$ cat src/rtl/uart_float_assembler.sv
// Packs four UART bytes into one IEEE-754 single word with a valid/ready
// handshake, an inter-byte timeout and a sticky overrun flag.
//
// Ports:
//   CLK, reset (sync, active-low), clr (sync soft clear)
//   rx_data/rx_done_tick : byte strobe from the UART receiver
//   word_ready           : downstream accepts word_out
//   word_out/word_valid  : assembled word and its valid flag
//   byte_cnt             : bytes gathered for the current word (0..4)
//   overrun              : sticky, byte dropped while a word was held
//   timeout_err          : one-cycle pulse, partial word discarded
// Optional macro FLOAT_CLASSIFY_EN adds is_zero/is_inf/is_nan/is_denorm.
module uart_float_assembler #(
  parameter int LITTLE_ENDIAN  = 1,
  parameter int TIMEOUT_CYCLES = 2_000_000,
  parameter int TO_W           = 21
) (
  input  logic        CLK,
  input  logic        reset,
  input  logic [7:0]  rx_data,
  input  logic        rx_done_tick,
  input  logic        clr,
  input  logic        word_ready,
  output logic [31:0] word_out,
  output logic        word_valid,
  output logic [2:0]  byte_cnt,
  output logic        overrun,
`ifdef FLOAT_CLASSIFY_EN
  output logic        is_zero,
  output logic        is_inf,
  output logic        is_nan,
  output logic        is_denorm,
`endif
  output logic        timeout_err
);

  typedef enum logic {COLLECT, HOLD} state_e;

  localparam logic [TO_W-1:0] TO_LAST = TO_W'(TIMEOUT_CYCLES - 1);

  state_e            state_q, state_d;
  logic [31:0]       buf_q, buf_d;
  logic [31:0]       word_q, word_d;
  logic [2:0]        cnt_q, cnt_d;
  logic              ovr_q, ovr_d;
  logic              terr_q, terr_d;
  logic [TO_W-1:0]   tcnt_q, tcnt_d;
  logic              done;
`ifdef FLOAT_CLASSIFY_EN
  logic [3:0]        cls_q, cls_d;
`endif

  // Drop a byte into its lane; slot 0 is the first byte of a word.
  function automatic logic [31:0] put(
    input logic [31:0] w,
    input logic [1:0]  slot,
    input logic [7:0]  b
  );
    logic [31:0] r;
    logic [4:0]  sh;
    r = w;
    if (LITTLE_ENDIAN != 0) sh = {slot, 3'b000};
    else                    sh = {~slot, 3'b000};
    r[sh +: 8] = b;
    return r;
  endfunction

  // State register
  always_ff @(posedge CLK) begin
    if (!reset) state_q <= COLLECT;
    else        state_q <= state_d;
  end

  // Next-state logic
  always_comb begin
    state_d = state_q;
    if (clr) begin
      state_d = COLLECT;
    end else begin
      unique case (state_q)
        COLLECT: if (rx_done_tick && cnt_q == 3'd3) state_d = HOLD;
        HOLD:    if (word_ready) state_d = COLLECT;
        default: state_d = COLLECT;
      endcase
    end
  end

  assign done = !clr && state_q == COLLECT
             && rx_done_tick && cnt_q == 3'd3;

  // Datapath next-state
  always_comb begin
    buf_d  = buf_q;
    word_d = word_q;
    cnt_d  = cnt_q;
    ovr_d  = ovr_q;
    terr_d = 1'b0;
    tcnt_d = tcnt_q;
    if (clr) begin
      cnt_d  = 3'd0;
      ovr_d  = 1'b0;
      tcnt_d = '0;
    end else if (state_q == COLLECT) begin
      if (rx_done_tick) begin
        buf_d  = put(buf_q, cnt_q[1:0], rx_data);
        cnt_d  = cnt_q + 3'd1;
        tcnt_d = '0;
        if (cnt_q == 3'd3) word_d = buf_d;
      end else if (cnt_q == 3'd0) begin
        tcnt_d = '0;
      end else if (tcnt_q == TO_LAST) begin
        cnt_d  = 3'd0;
        tcnt_d = '0;
        terr_d = 1'b1;
      end else begin
        tcnt_d = tcnt_q + 1'b1;
      end
    end else begin
      tcnt_d = '0;
      if (word_ready) begin
        cnt_d = 3'd0;
        // A byte on the handshake cycle starts the next word.
        if (rx_done_tick) begin
          buf_d = put(buf_q, 2'd0, rx_data);
          cnt_d = 3'd1;
        end
      end else if (rx_done_tick) begin
        ovr_d = 1'b1;
      end
    end
  end

`ifdef FLOAT_CLASSIFY_EN
  // Order: {zero, inf, nan, denorm}
  always_comb begin
    cls_d = cls_q;
    if (done) begin
      cls_d[3] = word_d[30:23] == 8'h00 && word_d[22:0] == '0;
      cls_d[2] = word_d[30:23] == 8'hFF && word_d[22:0] == '0;
      cls_d[1] = word_d[30:23] == 8'hFF && word_d[22:0] != '0;
      cls_d[0] = word_d[30:23] == 8'h00 && word_d[22:0] != '0;
    end
  end
`endif

  always_ff @(posedge CLK) begin
    if (!reset) begin
      buf_q  <= '0;
      word_q <= '0;
      cnt_q  <= 3'd0;
      ovr_q  <= 1'b0;
      terr_q <= 1'b0;
      tcnt_q <= '0;
`ifdef FLOAT_CLASSIFY_EN
      cls_q  <= '0;
`endif
    end else begin
      buf_q  <= buf_d;
      word_q <= word_d;
      cnt_q  <= cnt_d;
      ovr_q  <= ovr_d;
      terr_q <= terr_d;
      tcnt_q <= tcnt_d;
`ifdef FLOAT_CLASSIFY_EN
      cls_q  <= cls_d;
`endif
    end
  end

  // Outputs
  always_comb begin
    word_out    = word_q;
    word_valid  = state_q == HOLD;
    byte_cnt    = cnt_q;
    overrun     = ovr_q;
    timeout_err = terr_q;
`ifdef FLOAT_CLASSIFY_EN
    is_zero     = cls_q[3];
    is_inf      = cls_q[2];
    is_nan      = cls_q[1];
    is_denorm   = cls_q[0];
`endif
  end

endmodule

$ cat config.mk
export PLATFORM = sky130hd
export DESIGN_NAME = uart_float_assembler
export DESIGN_NICKNAME = d
export VERILOG_FILES = /design/src/rtl/uart_float_assembler.sv
export SDC_FILE = /design/constraint.sdc
export NUM_CORES = 1
export LEC_CHECK = 0
export BUFFER_PORTS_ARGS = -buffer_cell sky130_fd_sc_hd__buf_2
export CAP_MARGIN = 15
export CORE_MARGIN = 2
export CORE_UTILIZATION = 35
export CTS_CLUSTER_DIAMETER = 120
export CTS_CLUSTER_SIZE = 40
export DETAILED_ROUTE_END_ITERATION = 8
export GPL_ROUTABILITY_DRIVEN = 1
export PLACE_DENSITY = 0.61
export SYNTH_ARGS = -nofsm -noshare
export SYNTH_HDL_FRONTEND = slang
export SYNTH_SLANG_ARGS = --single-unit
export TNS_END_PERCENT = 10
$ cat constraint.sdc
create_clock -name CLK -period 2.05 [get_ports CLK]
set_input_delay 0.1025 -clock CLK [delete_from_list [all_inputs] [get_ports CLK]]
set_output_delay 0.1025 -clock CLK [all_outputs]
set_load 0.1 [all_outputs]
==> results of run 1 <==
-- worst max path at each step --
| stage | depth (start not counted) | slack, ns | from | to |
|---|---|---|---|---|
| after floorplan | 8 | -0.06 | byte_cnt[0]$_SDFFE_PP0P_ | tcnt_q[12]$_SDFF_PP0_ |
| after global placement | 4 | 0.05 | tcnt_q[12]$_SDFF_PP0_ | byte_cnt[1]$_SDFFE_PP0P_ |
| after detailed placement | 6 | 0.04 | byte_cnt[0]$_SDFFE_PP0P_ | word_out[8]$_SDFFE_PN0P_ |
| after CTS | 6 | 0.02 | byte_cnt[0]$_SDFFE_PP0P_ | word_out[8]$_SDFFE_PN0P_ |
| after global routing | 5 | 0.02 | tcnt_q[8]$_SDFF_PP0_ | tcnt_q[19]$_SDFF_PP0_ |
| final | 5 | 0.10 | tcnt_q[14]$_SDFF_PP0_ | tcnt_q[19]$_SDFF_PP0_ |
-- metal layers --
| layer | part of all wire | up-vias |
|---|---|---|
| met2 | 0.48 | 89 |
| met4 | 0.0085 | 0 |
| met5 | 0 | - |
| met3 | 0.055 | 8 |
| met1 | 0.46 | 1609 |
| li1 | - | 1669 |
-- synthesized netlist by cell type (2+ instances only) --
cell,number,area share
inv_1,18,0.018
nor2_1,31,0.030
nor3b_1,2,0.0039
o31ai_1,2,0.0039
or4b_1,2,0.0052
nor4_1,3,0.0049
nand2_1,23,0.022
a2bb2oi_1,8,0.018
or3_1,5,0.0082
xnor2_1,7,0.016
nor2_2,10,0.016
nand2b_1,4,0.0065
and3_2,2,0.0039
nor3_1,7,0.0091
dfxtp_1,91,0.47
clkbuf_1,22,0.022
nor2b_1,19,0.031
nand3_1,9,0.012
o211a_1,8,0.021
a221oi_1,24,0.055
ha_1,8,0.026
o32ai_1,8,0.018
a21oi_1,36,0.047
or4_1,5,0.0098
nand4_1,3,0.0049
o21ai_0,54,0.070
xor2_1,3,0.0068
-- power by group through the flow --
stage          registers (uW)  logic [uW]  clock network [uW]
2_1_floorplan            1870         149                   0
3_3_place_gp             1860         238                   0
3_5_place_dp             1860         243                   0
4_1_cts                  1820         245                1220
5_1_grt                  1830         272                1280
6_report                 1820         246                1190
-- layout make-up --
| type | count | area (um2) | share of cell area |
|---|---|---|---|
| antenna | 1 | 2.50 | 0.000547 |
| clock buffer | 9 | 124 | 0.0271 |
| clock inverter | 7 | 71.3 | 0.0156 |
| inverter | 19 | 73.8 | 0.0161 |
| multi-input combinational | 295 | 1880 | 0.412 |
| sequential | 91 | 1830 | 0.400 |
| tap | 140 | 175 | 0.0383 |
| timing repair buffer | 70 | 413 | 0.0903 |
-- through the flow --
stage,instances,util
2_1_floorplan,429,-
3_3_place_gp,615,0.405
5_1_grt,631,0.425
3_5_place_dp,615,0.405
6_report,632,0.426
4_1_cts,631,0.423
-- registers in the layout (all words and copies together) (netlist names) --
register	flops
buf_q	32
byte_cnt	3
overrun	1
tcnt_q	21
timeout_err	1
word_out	32
word_valid	1
-- timing repair --
item | CTS | global route
hold endpoints to repair | 0 | 0
resized for setup | 0 | 5
endpoints found under the setup margin | 0 | 45
-- critical path: cells and delay by family (launching register included) --
family	cells	cell delay (ns)
simple gates	2	1.09
flops	1	0.33
compound gates	2	0.24
buf+inv	1	0.17
-- cell families (layout without fill, tap and decap cells) --
group / count (synthesis) / after routing
xor gates and xnor gates: 10 / 10
adders and majority gates: 8 / 8
other: 0 / 1
buffers and inverters: 43 / 105
and+or+nand+nor: 132 / 132
AOI/OAI and AO/OA: 145 / 145
DFF: 91 / 91
==> flow_summary_export.csv, run 1 <==
group,metric,value,unit
hold_path,min_to,"overrun$_SDFFE_PP0P_",
clock_tree,cts_root_buf,"clkbuf_8",
synthesis,seq_area_frac_synth,0.475,
worst_setup_path,critPathMaxStageDelay,0.57,ns
synthesis,synth-adder-area-share,0.0261,
floorplan,num_rows,38,
drt,drt_first_pass_iters,5,
clock_tree,cts_buffer_depth,2,
outcome,status,"complete, no violations",
synthesis,synth_xor_area_frac,0.0228,
clock_tree,clk_pin_slew,0.09,ns
finish,area_delta_synth_final,19.2,%
grt,antenna_found_initial,1,
placement,dp_slack,0.0401,ns
hold_path,min_path_type,"input pin to register",
floorplan,die_area,0.0118,mm2
synthesis,async_flop_share,0,
grt,overflow,0,
placement,numPortBuffers,50,
synthesis,synth-seq-cells,91,
pwr,combinationalPowerShare,0.076,
timing,rsz0062_at_grt,"false",
clock_tree,ctsHoldBuffers,0,
clock_tree,cts_tree,"done",
synthesis,synth-simple-area-share,0.184,
worst_setup_path,slowest_stage,"or4_4",
grt,grt_util_all_layers,0.166,
floorplan,core-area,0.0107,mm2
clock_tree,post-cts-setup-buffer-count,0,
synthesis,synth-main-ff-cell,"dfxtp_1",
floorplan,dieWidth,109,um
timing,worst_slack,0.100,ns
drt,antenna_left,0,
finish,final_cell_mix,"dfxtp_1 (88), o21ai_0 (54), buf_2 (50), a21oi_1 (36), nor2_1 (31)",
timing,setup-tns-final,0,ns
worst_setup_path,critPathMaxFanout,5,
finish,drive_above_1_share,0.238,
timing,fin_worst_skew,0.0165,ns
finish,n_fill_cell,1089,
synthesis,post_synth_num_cell_types,42,
grt,grt_max_degree,57,
timing,final_hold_viol_count,0,
worst_setup_path,path_class,"register to register",
floorplan,dieHeight,109,um
grt,use_met2,0.281,
timing,max_slew_margin,0.565,
pwr,p_clk_frac,0.365,
pwr,power.share.sequential,0.560,
hold_path,whs_path_depth,3,
drt,avgViaCountPerCell,5.34,
worst_setup_path,r2r-end,"tcnt_q[19]$_SDFF_PP0_",
drt,drt-initial-drc-count,203,
finish,design_area,0.00457,mm2
pwr,leakagePower,0.00181,uW
worst_setup_path,timing.rr.start,"tcnt_q[14]$_SDFF_PP0_",
pwr,internal_power,2370,uW
timing,post-route-period-util,0.951,
synthesis,synthMuxAreaShare,0,
worst_setup_path,regToRegSetupSlack,0.10,ns
synthesis,synth_compound_area_frac,0.246,
worst_setup_path,crit_path_start_kind,"register",
drt,vias,3375,
synthesis,synth_cells,429,
synthesis,avgSynthCellArea,8.95,um2
grt,grt_pass1_wl,15600,um
worst_setup_path,end_kind,"register",
grt,grt_most_used_layer,"met2",
clock_tree,htree_levels,3,
drt,wl,9440,um
floorplan,start_util,0.357,
grt,gr-usage-met3,0.0371,
grt,grt_pass1_vias,3192,
timing,finalMaxSlewViolations,0,
flow_run,drv_cap,0,
clock_tree,cts_buffers,9,
synthesis,syn_nets,450,
hold_path,worstHoldStart,"rx_done_tick",
worst_setup_path,reg2reg_depth,5,
timing,setup_viol,0,
drt,drc,0,
pwr,switchingPower,890,uW
synthesis,ys_warn_count,0,
timing,worst_pin_slew,0.649,ns
synthesis,synth_edf_count,0,
clock_tree,cts.sinks,91,
finish,final_common_cell,"dfxtp_1",
synthesis,synth_area,0.00384,mm2
grt,met1_usage,0.215,
placement,dpl_cell_area,0.00435,mm2
worst_setup_path,crit_chain,"or4b_1 > or4_4 > o21bai_4 > buf_4 > a21oi_1",
drt,routedWlPerCell,14.9,um
pwr,ir_worst_vdd,327,uV
timing,fin_hold_ws,0.0976,ns
clock_tree,clock_latency,0.38,ns
worst_setup_path,worstPathArrival,2.20,ns
pwr,finalPower,3260,uW
floorplan,boundaryPins,51,
synthesis,synth_top_family_by_area,"compound AO/OA/AOI/OAI gates",
timing,min_period,1.95,ns
timing,fmax,513,MHz
placement,place_congestion,0.842,
pwr,switching_share,0.273,
pwr,power_density,712,mW/mm2
finish,nNetsFinal,507,
placement,dpl.hpwl,6390,um
worst_setup_path,cp.required,2.30,ns
(Power assumes the default switching activity.)
==> run 2: changes to the inputs <==
--- a/config.mk
+++ b/config.mk
@@ -13,7 +13,6 @@
 export CTS_CLUSTER_SIZE = 40
 export DETAILED_ROUTE_END_ITERATION = 8
 export GPL_ROUTABILITY_DRIVEN = 1
-export PLACE_DENSITY = 0.61
 export SYNTH_ARGS = -nofsm -noshare
 export SYNTH_HDL_FRONTEND = slang
 export SYNTH_SLANG_ARGS = --single-unit
==> run 2 against run 1 <==
Effect of this change:
- critical path depth stayed put
- total power is 6.5% higher
- hold slack better by 0.013 ns
- final cell count is 0.63% lower
- die area stayed put
- sequential share of layout area is 0.32 points lower
- combinational power hardly changed
- fmax is 1.1% lower
- global-route usage is 0.41 points higher
- clock-buffer cell count is 1 higher
- sequential cell count stayed put
- register-to-register slack worse by 0.02 ns
- critical endpoint unchanged
- largest cell class unchanged
==> flow_summary_export.csv, run 2 (synthesis results as in run 1) <==
group,metric,value,unit
outcome,status,"complete, no violations",
drt,antenna_left,0,
drt,vias,3311,
hold_path,worstHoldStart,"rx_done_tick",
worst_setup_path,regToRegSetupSlack,0.08,ns
pwr,internal_power,2650,uW
hold_path,whs_path_depth,3,
pwr,ir_worst_vdd,354,uV
worst_setup_path,end_kind,"register",
grt,grt_pass1_vias,3263,
finish,area_delta_synth_final,20.4,%
timing,worst_pin_slew,0.563,ns
timing,rsz0062_at_grt,"true",
pwr,leakagePower,0.00182,uW
finish,utilization,0.430,
timing,fin_worst_skew,0.0121,ns
worst_setup_path,reg2reg_depth,5,
pwr,combinationalPowerShare,0.071,
timing,final_hold_viol_count,0,
grt,antenna_found_initial,0,
finish,nNetsFinal,504,
grt,overflow,0,
clock_tree,ctsHoldBuffers,0,
placement,place_congestion,0.755,
pwr,switching_share,0.236,
worst_setup_path,path_class,"register to register",
pwr,p_clk_frac,0.404,
finish,final_cell_mix,"dfxtp_1 (85), o21ai_0 (54), buf_2 (50), a21oi_1 (36), nor2_1 (31)",
drt,routedWlPerCell,15.3,um
worst_setup_path,timing.rr.start,"tcnt_q[12]$_SDFF_PP0_",
finish,n_antenna_cell,0,
drt,drt-initial-drc-count,206,
worst_setup_path,r2r-end,"tcnt_q[19]$_SDFF_PP0_",
finish,final_common_cell,"dfxtp_1",
timing,setup_viol,0,
timing,fmax,507,MHz
clock_tree,cts_root_buf,"clkbuf_8",
clock_tree,clk_pin_slew,0.09,ns
timing,finalMaxSlewViolations,0,
clock_tree,cts_tree,"done",
floorplan,num_rows,38,
pwr,power_density,751,mW/mm2
floorplan,die_area,0.0118,mm2
clock_tree,cts_buffer_depth,2,
clock_tree,post-cts-setup-buffer-count,0,
timing,post-route-period-util,0.962,
flow_run,drv_cap,0,
floorplan,dieHeight,109,um
hold_path,min_path_type,"input pin to register",
finish,multi_input_area,0.00189,mm2
finish,drive_above_1_share,0.242,
timing,min_period,1.97,ns
floorplan,boundaryPins,51,
worst_setup_path,worstPathArrival,2.22,ns
grt,grt_pass1_wl,15900,um
worst_setup_path,cp.required,2.29,ns
clock_tree,cts_buffers,9,
worst_setup_path,critPathMaxFanout,10,
hold_path,min_to,"byte_cnt[0]$_SDFFE_PP0P_",
worst_setup_path,crit_path_start,"tcnt_q[12]$_SDFF_PP0_",
timing,max_slew_margin,0.622,
floorplan,dieWidth,109,um
drt,drc,0,
drt,drt_first_pass_iters,4,
finish,n_fill_cell,1087,
pwr,switchingPower,817,uW
grt,grt_util_all_layers,0.171,
pwr,power.share.sequential,0.525,
timing,setup-tns-final,0,ns
drt,avgViaCountPerCell,5.27,
floorplan,start_util,0.357,
clock_tree,cts.sinks,91,
drt,wl,9620,um
worst_setup_path,crit_path_start_kind,"register",
clock_tree,htree_levels,3,
placement,numPortBuffers,50,
finish,register_area,0.00183,mm2
floorplan,core-area,0.0107,mm2
grt,grt_max_degree,57,
clock_tree,clock_latency,0.36,ns
placement,dpl.hpwl,6650,um
==> run 2: cell types whose count changed in the layout (fill, tap and decap cells not counted), moves of 2 or more <==
cell and delta:
buf_4 -5, clkinv_2 +3, clkinv_4 -3, dfxtp_1 -3
dfxtp_2 +3, buf_12 +2, bufinv_16 +2
==> run 2: worst max path at each step <==
stage,end,slack [ns],cells past startpoint
after floorplan,tcnt_q[12]$_SDFF_PP0_,-0.06,8
after global placement,tcnt_q[20]$_SDFF_PP0_,0.06,5
after detailed placement,tcnt_q[19]$_SDFF_PP0_,0.02,4
after CTS,tcnt_q[20]$_SDFF_PP0_,0.02,5
after global routing,tcnt_q[20]$_SDFF_PP0_,-0.01,5
final,tcnt_q[19]$_SDFF_PP0_,0.08,5
==> run 2: what timing repair did <==
action,4_1_cts,5_1_grt
gates resized for setup,1,8
setup endpoints to repair,1,51
pin swaps,0,1
==> run 2: routing by layer <==
metal  routed length (um)  up-vias  GRT usage
li1                     -     1660          -
met1                 4380     1576      0.218
met2                 4650       64      0.286
met3                  480       11     0.0442
met4                  109        0     0.0467
met5                    0        -          0
==> run 2: layout make-up <==
type,count,area share
clock buffer,10,0.0322
clock inverter,6,0.0181
inverter,19,0.0160
multi-input combinational,295,0.409
sequential,91,0.397
tap,140,0.0379
timing repair buffer,67,0.0899
==> run 2: critical path, stage by stage, from the launching register on <==
cell,delay (ns)
dfxtp_1,0.34
or4b_1,0.53
or4_4,0.60
o21bai_4,0.20
buf_12,0.15
a21oi_1,0.05
==> run 2: stage by stage <==
| step | power (uW) | worst slack, ns | cell area [um2] | cells | hold slack [ns] |
|---|---|---|---|---|---|
| 2_1_floorplan | 2020 | -0.0616 | 3870 | 429 | 0.243 |
| 3_3_place_gp | 2100 | 0.0605 | 4350 | 612 | 0.447 |
| 3_5_place_dp | 2110 | 0.0154 | 4350 | 612 | 0.455 |
| 4_1_cts | 3500 | 0.0180 | 4590 | 628 | 0.0862 |
| 5_1_grt | 3620 | -0.0113 | 4620 | 628 | 0.0860 |
| 6_report | 3470 | 0.0780 | 4620 | 628 | 0.110 |
==> run 2: power groups by stage <==
stage / clock (uW) / sequential [uW] / combinational [uW]
floorplan: 0 / 1870 / 149
global placement: 0 / 1860 / 239
detailed placement: 0 / 1860 / 244
CTS: 1430 / 1820 / 245
global route: 1520 / 1830 / 273
finish: 1400 / 1820 / 246
